## config.mk

```make
export PLATFORM = sky130hd
export DESIGN_NAME = riscv_cache_tag_hs_flat
export DESIGN_NICKNAME = d
export VERILOG_FILES = /design/src/rtl/riscv_cache_tag_hs_if.sv /design/src/rtl/riscv_cache_tag_hs.sv /design/src/flat_wrapper.sv
export SDC_FILE = /design/constraint.sdc
export NUM_CORES = 1
export LEC_CHECK = 0
export CAP_MARGIN = 25
export CORE_ASPECT_RATIO = 0.7
export CORE_MARGIN = 3
export CORE_UTILIZATION = 25
export CTS_CLUSTER_DIAMETER = 60
export DETAILED_ROUTE_END_ITERATION = 12
export PLACE_DENSITY_LB_ADDON = 0.05
export RECOVER_POWER = 50
export SYNTH_ARGS = -nofsm -noshare
export SYNTH_HDL_FRONTEND = slang
export SYNTH_SLANG_ARGS = --single-unit
```

## constraint.sdc

```tcl
create_clock -name clk_i -period 19.65 [get_ports clk_i]
set_input_delay 3.93 -clock clk_i [delete_from_list [all_inputs] [get_ports clk_i]]
set_output_delay 3.93 -clock clk_i [all_outputs]
set_load 0.1 [all_outputs]
```

## src/rtl/riscv_cache_tag_hs_if.sv

```systemverilog
// Handshake bus of the cache tag stage.
//  Upstream   : flush_i, req_i/rdy_o, phys_adr_i, size_i, lock_i, prot_i, we_i,
//               cacheflush_i, pagefault_i, d_i
//  Downstream : req_o/rdy_i, wreq_o, adr_o, size_o, lock_o, prot_o, we_o,
//               cacheflush_o, pagefault_o, be_o, q_o, misaligned_o
//  slave  : the tag stage view
//  master : the environment (setup stage + hit/miss stage) view
// size codes: 0 BYTE, 1 HWORD, 2 WORD, 3 DWORD, others illegal.
interface riscv_cache_tag_hs_if #(
  parameter int XLEN = 32,
  parameter int PLEN = XLEN
);
  logic              flush_i;
  logic              req_i;
  logic              rdy_o;
  logic [PLEN-1:0]   phys_adr_i;
  logic [2:0]        size_i;
  logic              lock_i;
  logic [2:0]        prot_i;
  logic              we_i;
  logic              cacheflush_i;
  logic              pagefault_i;
  logic [XLEN-1:0]   d_i;

  logic              req_o;
  logic              rdy_i;
  logic              wreq_o;
  logic [PLEN-1:0]   adr_o;
  logic [2:0]        size_o;
  logic              lock_o;
  logic [2:0]        prot_o;
  logic              we_o;
  logic              cacheflush_o;
  logic              pagefault_o;
  logic [XLEN/8-1:0] be_o;
  logic [XLEN-1:0]   q_o;
  logic              misaligned_o;

  modport slave (
    input  flush_i, req_i, phys_adr_i, size_i, lock_i, prot_i, we_i,
           cacheflush_i, pagefault_i, d_i, rdy_i,
    output rdy_o, req_o, wreq_o, adr_o, size_o, lock_o, prot_o, we_o,
           cacheflush_o, pagefault_o, be_o, q_o, misaligned_o
  );

  modport master (
    output flush_i, req_i, phys_adr_i, size_i, lock_i, prot_i, we_i,
           cacheflush_i, pagefault_i, d_i, rdy_i,
    input  rdy_o, req_o, wreq_o, adr_o, size_o, lock_o, prot_o, we_o,
           cacheflush_o, pagefault_o, be_o, q_o, misaligned_o
  );
endinterface

```

## src/rtl/riscv_cache_tag_hs.sv

```systemverilog
// Cache tag stage with valid/ready handshake.
//  Registers the core request for one cycle while tag/data RAMs are read and
//  produces byte enables, lane-replicated store data and an alignment error.
//  SKID=1: registered rdy_o and one skid entry (EMPTY/ONE/FULL).
//  SKID=0: rdy_o = rdy_i | ~req_o, no skid entry.
// Ports:
//  clk_i, rst_ni  clock, async active-low reset
//  bus            riscv_cache_tag_hs_if.slave (request in, response out)
//  core_tag_o     tag field of phys_adr_i, combinational for the RAM compare

// One byte lane: byte enable and replicated store byte.
module riscv_cache_tag_hs_lane #(
  parameter int LANE = 0,
  parameter int NB   = 4
) (
  input  logic [2:0]            size_i,
  input  logic [$clog2(NB)-1:0] off_i,
  input  logic                  mis_i,
  input  logic [7:0]            b_byte_i,   // d byte 0
  input  logic [7:0]            b_hword_i,  // d byte LANE%2
  input  logic [7:0]            b_word_i,   // d byte LANE%4
  input  logic [7:0]            b_own_i,    // d byte LANE
  output logic                  be_o,
  output logic [7:0]            q_o
);
  logic [3:0] span;

  always_comb begin
    span = 4'd0;
    q_o  = b_own_i;
    case (size_i)
      3'b000:  begin span = 4'd1; q_o = b_byte_i;  end
      3'b001:  begin span = 4'd2; q_o = b_hword_i; end
      3'b010:  begin span = 4'd4; q_o = b_word_i;  end
      3'b011:  span = 4'd8;
      default: ;
    endcase
    be_o = !mis_i && (LANE >= int'(off_i)) && (LANE < int'(off_i) + int'(span));
  end
endmodule

module riscv_cache_tag_hs #(
  parameter  int XLEN          = 32,
  parameter  int PLEN          = XLEN,
  parameter  int SIZE          = 64,
  parameter  int BLOCK_SIZE    = XLEN,
  parameter  int WAYS          = 2,
  parameter  int SKID          = 1,
  localparam int BLK_OFFS_BITS = $clog2(BLOCK_SIZE/8),
  localparam int IDX_BITS      = $clog2(SIZE*1024/(BLOCK_SIZE/8)/WAYS),
  localparam int TAG_BITS      = PLEN - IDX_BITS - BLK_OFFS_BITS
) (
  input  logic                clk_i,
  input  logic                rst_ni,
  riscv_cache_tag_hs_if.slave bus,
  output logic [TAG_BITS-1:0] core_tag_o
);
  localparam int NB   = XLEN/8;
  localparam int OFFW = $clog2(NB);

  localparam logic [2:0] SZ_BYTE  = 3'b000;
  localparam logic [2:0] SZ_HWORD = 3'b001;
  localparam logic [2:0] SZ_WORD  = 3'b010;
  localparam logic [2:0] SZ_DWORD = 3'b011;

  typedef struct packed {
    logic [PLEN-1:0] adr;
    logic [2:0]      size;
    logic            lock;
    logic [2:0]      prot;
    logic            we;
    logic            cacheflush;
    logic            pagefault;
    logic [NB-1:0]   be;
    logic [XLEN-1:0] q;
    logic            mis;
  } pl_t;

  typedef enum logic [1:0] {ST_EMPTY, ST_ONE, ST_FULL} state_t;

  state_t               state, nxt;
  pl_t                  in_pl, out_q, skid_q;
  logic                 mis, rdy, rdy_q, req_o;
  logic                 in_xfer, out_xfer;
  logic                 load_out, load_skid, skid_to_out;
  logic [NB-1:0]        be;
  logic [NB-1:0][7:0]   q;

  assign core_tag_o = bus.phys_adr_i[PLEN-1 -: TAG_BITS];

  // DWORD only exists on a 64-bit datapath; unknown size codes are errors.
  always_comb begin
    mis = 1'b1;
    case (bus.size_i)
      SZ_BYTE:  mis = 1'b0;
      SZ_HWORD: mis = bus.phys_adr_i[0];
      SZ_WORD:  mis = |bus.phys_adr_i[1:0];
      SZ_DWORD: mis = (XLEN == 64) ? |bus.phys_adr_i[2:0] : 1'b1;
      default:  mis = 1'b1;
    endcase
  end

  for (genvar k = 0; k < NB; k++) begin : g_lane
    riscv_cache_tag_hs_lane #(.LANE(k), .NB(NB)) u_lane (
      .size_i    (bus.size_i),
      .off_i     (bus.phys_adr_i[OFFW-1:0]),
      .mis_i     (mis),
      .b_byte_i  (bus.d_i[7:0]),
      .b_hword_i (bus.d_i[8*(k%2) +: 8]),
      .b_word_i  (bus.d_i[8*(k%4) +: 8]),
      .b_own_i   (bus.d_i[8*k +: 8]),
      .be_o      (be[k]),
      .q_o       (q[k])
    );
  end

  always_comb begin
    in_pl.adr        = bus.phys_adr_i;
    in_pl.size       = bus.size_i;
    in_pl.lock       = bus.lock_i;
    in_pl.prot       = bus.prot_i;
    in_pl.we         = bus.we_i;
    in_pl.cacheflush = bus.cacheflush_i;
    in_pl.pagefault  = bus.pagefault_i;
    in_pl.be         = be;
    in_pl.q          = q;
    in_pl.mis        = mis;
  end

  // Handshake
  assign req_o    = (state != ST_EMPTY);
  assign rdy      = (SKID != 0) ? rdy_q : (bus.rdy_i | ~req_o);
  assign in_xfer  = bus.req_i & rdy;
  assign out_xfer = req_o & bus.rdy_i;

  // With SKID=0 rdy already implies the output slot drains, so FULL is unreachable.
  always_comb begin
    nxt         = state;
    load_out    = 1'b0;
    load_skid   = 1'b0;
    skid_to_out = 1'b0;
    case (state)
      ST_EMPTY: if (in_xfer) begin nxt = ST_ONE; load_out = 1'b1; end
      ST_ONE: begin
        if (in_xfer && out_xfer) load_out = 1'b1;
        else if (in_xfer) begin nxt = ST_FULL; load_skid = 1'b1; end
        else if (out_xfer) nxt = ST_EMPTY;
      end
      ST_FULL: if (out_xfer) begin nxt = ST_ONE; skid_to_out = 1'b1; end
      default: nxt = ST_EMPTY;
    endcase
    // flush beats any transfer in the same cycle
    if (bus.flush_i) begin
      nxt         = ST_EMPTY;
      load_out    = 1'b0;
      load_skid   = 1'b0;
      skid_to_out = 1'b0;
    end
  end

  always_ff @(posedge clk_i or negedge rst_ni) begin
    if (!rst_ni) begin
      state <= ST_EMPTY;
      rdy_q <= 1'b1;
    end else begin
      state <= nxt;
      rdy_q <= (nxt != ST_FULL);
    end
  end

  // Payload is qualified by state, so it is left unreset.
  always_ff @(posedge clk_i) begin
    if (load_out)         out_q <= in_pl;
    else if (skid_to_out) out_q <= skid_q;
    if (load_skid)        skid_q <= in_pl;
  end

  assign bus.rdy_o        = rdy;
  assign bus.req_o        = req_o;
  assign bus.wreq_o       = req_o & out_q.we & ~out_q.mis & ~out_q.pagefault;
  assign bus.adr_o        = out_q.adr;
  assign bus.size_o       = out_q.size;
  assign bus.lock_o       = out_q.lock;
  assign bus.prot_o       = out_q.prot;
  assign bus.we_o         = out_q.we;
  assign bus.cacheflush_o = out_q.cacheflush;
  assign bus.pagefault_o  = out_q.pagefault;
  assign bus.be_o         = out_q.be;
  assign bus.q_o          = out_q.q;
  assign bus.misaligned_o = out_q.mis;
endmodule

```

## src/flat_wrapper.sv

```systemverilog
// flat-port wrapper written by rule: the top's interface ports become plain ports
module riscv_cache_tag_hs_flat 
#(
  parameter  int XLEN          = 32,
  parameter  int PLEN          = XLEN,
  parameter  int SIZE          = 64,
  parameter  int BLOCK_SIZE    = XLEN,
  parameter  int WAYS          = 2,
  parameter  int SKID          = 1,
  localparam int BLK_OFFS_BITS = $clog2(BLOCK_SIZE/8),
  localparam int IDX_BITS      = $clog2(SIZE*1024/(BLOCK_SIZE/8)/WAYS),
  localparam int TAG_BITS      = PLEN - IDX_BITS - BLK_OFFS_BITS
)
  (clk_i, rst_ni, core_tag_o, bus_flush_i, bus_req_i, bus_phys_adr_i, bus_size_i, bus_lock_i, bus_prot_i, bus_we_i, bus_cacheflush_i, bus_pagefault_i, bus_d_i, bus_rdy_i, bus_rdy_o, bus_req_o, bus_wreq_o, bus_adr_o, bus_size_o, bus_lock_o, bus_prot_o, bus_we_o, bus_cacheflush_o, bus_pagefault_o, bus_be_o, bus_q_o, bus_misaligned_o);
  riscv_cache_tag_hs_if #(.XLEN(XLEN), .PLEN(PLEN)) bus_i ();
  input  logic clk_i;
  input  logic rst_ni;
  output logic [TAG_BITS-1:0] core_tag_o;
  input wire logic [$bits(bus_i.flush_i)-1:0] bus_flush_i;
  input wire logic [$bits(bus_i.req_i)-1:0] bus_req_i;
  input wire logic [$bits(bus_i.phys_adr_i)-1:0] bus_phys_adr_i;
  input wire logic [$bits(bus_i.size_i)-1:0] bus_size_i;
  input wire logic [$bits(bus_i.lock_i)-1:0] bus_lock_i;
  input wire logic [$bits(bus_i.prot_i)-1:0] bus_prot_i;
  input wire logic [$bits(bus_i.we_i)-1:0] bus_we_i;
  input wire logic [$bits(bus_i.cacheflush_i)-1:0] bus_cacheflush_i;
  input wire logic [$bits(bus_i.pagefault_i)-1:0] bus_pagefault_i;
  input wire logic [$bits(bus_i.d_i)-1:0] bus_d_i;
  input wire logic [$bits(bus_i.rdy_i)-1:0] bus_rdy_i;
  output wire logic [$bits(bus_i.rdy_o)-1:0] bus_rdy_o;
  output wire logic [$bits(bus_i.req_o)-1:0] bus_req_o;
  output wire logic [$bits(bus_i.wreq_o)-1:0] bus_wreq_o;
  output wire logic [$bits(bus_i.adr_o)-1:0] bus_adr_o;
  output wire logic [$bits(bus_i.size_o)-1:0] bus_size_o;
  output wire logic [$bits(bus_i.lock_o)-1:0] bus_lock_o;
  output wire logic [$bits(bus_i.prot_o)-1:0] bus_prot_o;
  output wire logic [$bits(bus_i.we_o)-1:0] bus_we_o;
  output wire logic [$bits(bus_i.cacheflush_o)-1:0] bus_cacheflush_o;
  output wire logic [$bits(bus_i.pagefault_o)-1:0] bus_pagefault_o;
  output wire logic [$bits(bus_i.be_o)-1:0] bus_be_o;
  output wire logic [$bits(bus_i.q_o)-1:0] bus_q_o;
  output wire logic [$bits(bus_i.misaligned_o)-1:0] bus_misaligned_o;
  assign bus_i.flush_i = bus_flush_i;
  assign bus_i.req_i = bus_req_i;
  assign bus_i.phys_adr_i = bus_phys_adr_i;
  assign bus_i.size_i = bus_size_i;
  assign bus_i.lock_i = bus_lock_i;
  assign bus_i.prot_i = bus_prot_i;
  assign bus_i.we_i = bus_we_i;
  assign bus_i.cacheflush_i = bus_cacheflush_i;
  assign bus_i.pagefault_i = bus_pagefault_i;
  assign bus_i.d_i = bus_d_i;
  assign bus_i.rdy_i = bus_rdy_i;
  assign bus_rdy_o = bus_i.rdy_o;
  assign bus_req_o = bus_i.req_o;
  assign bus_wreq_o = bus_i.wreq_o;
  assign bus_adr_o = bus_i.adr_o;
  assign bus_size_o = bus_i.size_o;
  assign bus_lock_o = bus_i.lock_o;
  assign bus_prot_o = bus_i.prot_o;
  assign bus_we_o = bus_i.we_o;
  assign bus_cacheflush_o = bus_i.cacheflush_o;
  assign bus_pagefault_o = bus_i.pagefault_o;
  assign bus_be_o = bus_i.be_o;
  assign bus_q_o = bus_i.q_o;
  assign bus_misaligned_o = bus_i.misaligned_o;
  riscv_cache_tag_hs #(.XLEN(XLEN), .PLEN(PLEN), .SIZE(SIZE), .BLOCK_SIZE(BLOCK_SIZE), .WAYS(WAYS), .SKID(SKID)) u_core (.clk_i(clk_i), .rst_ni(rst_ni), .bus(bus_i), .core_tag_o(core_tag_o));
endmodule
```

==> flow_summary.ini <==
[timing]
setup-violations-final = 0
slew_headroom = -0.636
maxSlewViolCount = 118
hold-worst-slack_ns = 0.534
tightest_slew_ns = 2.45
fmax_ghz = 0.104
rsz0062_at_grt = no
min_period_ns = 9.61
fin_crit_sh = 0.489
finalWorstSetupSlack_ns = 10.04
fin_tns_setup_ns = 0
hold_violations = 0
fin_skew_ns = 0.00713

[worst_setup_path]
crit_path_max_incr_delay_ns = 1.16
startpoint_type = primary input
crit_chain = dlygate4sd3_1, clkdlybuf4s50_1
cp_slowest_cell = clkdlybuf4s50_1
r2r_cells = 4
worstSetupEndpointType = output pin
cpLargestDelayFamily = buffers and inverters
critical_path_arrival_ns = 5.68
path_max_fanout = 3
cp.depth = 2
path_buf_inv = 2
crit_type = primary input to output pin
required_ns = 15.72

[route]
ant_nets = 0
viasPerCell = 4.00
firstDrtPassIters = 4
dr.first_iter.drc_count = 135
vias = 3600
totalWireLength_mm = 15.9
drc_errors = 0
wire_per_inst_um = 17.7

[global_route]
antenna_found_initial = 0
grt_max_degree = 58
grt_pass1_wl_mm = 24.1
grt_overflow = 0
grt.total_usage = 0.108
grt_pass1_vias = 3842

[logic_synthesis]
synth_area_mm2 = 0.00693
ys_seq_area_frac = 0.695
synth_cells = 353
ys_ff_latch = 161
avgSynthCellArea_um2 = 19.6
syn_nets = 435
yosysWarnings = 0
synth_cell_types = 39

[job]
cap_viol_max_count = 3

[cells_and_area]
final_common_cell = edfxtp_1
area_delta_synth_final_pct = 33.4
nFillCells = 2644
diodes = 0
layout-drive-gt1-share = 0.153
nNetsFinal = 605
mostFrequentLayoutCells = edfxtp_1 (158), dlygate4sd3_1 (109), clkdlybuf4s50_1 (68)

[power_and_ir_drop]
peakVddDrop_v = 0.0000473
leakagePower_uw = 0.00322
p_per_area_mw_per_mm2 = 92.5

[place]
place_ws_ns = 10.10
gp_congestion = 0.690
hpwl_mm = 10.1
port_buffers = 177

[floorplanning]
dieWidth_um = 205
num_rows = 50
initial_core_util = 0.257
fp.dieH_um = 145
die_area_mm2 = 0.0298
io_pins = 178
core_area_mm2 = 0.0270

[clock_network]
cts_buffers = 17
h-tree-depth = 4
clkLatencyLatePin_ns = 0.42
clkSinkCount = 161
cts.path.max_buffers = 2
cts_hold_buf = 0
clkTransAtPathRegs_ns = 0.06
cts_tree = built
cts_setup_buffers = 0
clock_tree.root_cell = clkbuf_16
ctsResizeCount = 0

[worst_hold_path]
min_path_cells = 1
hp-class = register to register

[status]
violations = capacitance limit, slew limit
status = complete, but fails checks
## routing by layer
metal / GRT usage / up-vias / share of wire
met2: 0.162 / 91 / 0.45
met3: 0.0498 / 10 / 0.079
met5: 0 / - / 0
met1: 0.139 / 1803 / 0.46
met4: 0.0307 / 0 / 0.011
li1: - / 1696 / -
## worst reg2reg max path, cell delays in order, from the launching register on
cell     delay, ns
dfrtp_1       0.40
nor2b_1       0.28
or4_1         1.83
o21ai_4       0.73
buf_4         0.63
## cell families (layout without fill, tap and decap cells)
kind of cell,count (synthesis),in the layout,share of synthesized area
AOI/OAI and AO/OA,20,20,0.0182
adders and majority gates,3,3,0.00650
DFF,161,161,0.695
muxes,101,101,0.204
and+or+nand+nor,32,32,0.0260
buffers and inverters,35,217,0.0489
xor gates and xnor gates,1,1,0.00126
## worst paths after layout
check	startpoint	end	slack [ns]
worst max-delay path	bus_phys_adr_i[15]	core_tag_o[0]	10.04
worst min-delay path	u_core.skid_q[50]	u_core.bus.adr_o[3]	0.53
worst max register to register	u_core.state[0]	u_core.bus.misaligned_o	15.34
worst min register to register	u_core.skid_q[50]	u_core.bus.adr_o[3]	0.53
max in group asynchronous	rst_ni	u_core.bus.rdy_o	15.66
min in group asynchronous	rst_ni	u_core.state[0]	3.76
## per-stage QoR
step,total power (uW),cells,utilization,area [um2]
after floorplan,525,353,-,6930
after global placement,566,867,0.329,8880
after detailed placement,566,868,0.329,8890
after CTS,883,899,0.348,9420
after global routing,891,899,0.342,9250
final,856,899,0.342,9250
## cell type report
class / count / area [um2] / area share
clock buffers: 19 / 433 / 0.0468
clock inverters: 12 / 95.1 / 0.0103
inverters: 4 / 16.3 / 0.00176
multi-input cells: 157 / 1620 / 0.175
flip-flops and latches: 161 / 4820 / 0.521
well taps: 364 / 455 / 0.0492
repair buffers: 182 / 1810 / 0.196
## cells in the mapped netlist (all sizes together)
master,number,area share
a2111oi,1,0.0013
a211oi,2,0.0022
a21oi,10,0.0072
a221oi,1,0.0013
a22o,2,0.0025
and2,1,0.00090
and3,1,0.00090
buf,28,0.045
clkbuf,3,0.0016
dfrtp,2,0.0072
dfstp,1,0.0038
edfxtp,158,0.68
fa,1,0.0029
ha,2,0.0036
inv,4,0.0022
mux2,93,0.19
mux2i,8,0.012
nand2,5,0.0027
nand2b,3,0.0027
nand3b,1,0.0011
nor2,12,0.0069
nor2b,2,0.0029
nor3,2,0.0022
nor4,1,0.00090
nor4b,1,0.0013
o21ai,2,0.0014
o31a,1,0.0013
o31ai,1,0.0011
or2,1,0.00090
or2b,1,0.0011
or4,1,0.0016
xnor2,1,0.0013
## flip-flops by register name, summed over array words and instances (netlist names), 2 cells and up
name               cells
u_core.bus.prot_o      3
u_core.bus.adr_o      32
u_core.bus.size_o      3
u_core.skid_q         79
u_core.bus.q_o        32
u_core.bus.be_o        4
u_core.state           2
## report_power, final
group | internal [uW] | total, uW | switching (uW)
Clock | 172 | 309 | 138
Combinational | 43.4 | 151 | 108
Sequential | 392 | 395 | 2.95
Total | 607 | 856 | 249
Note: power is estimated with default switching activity, not from simulation.
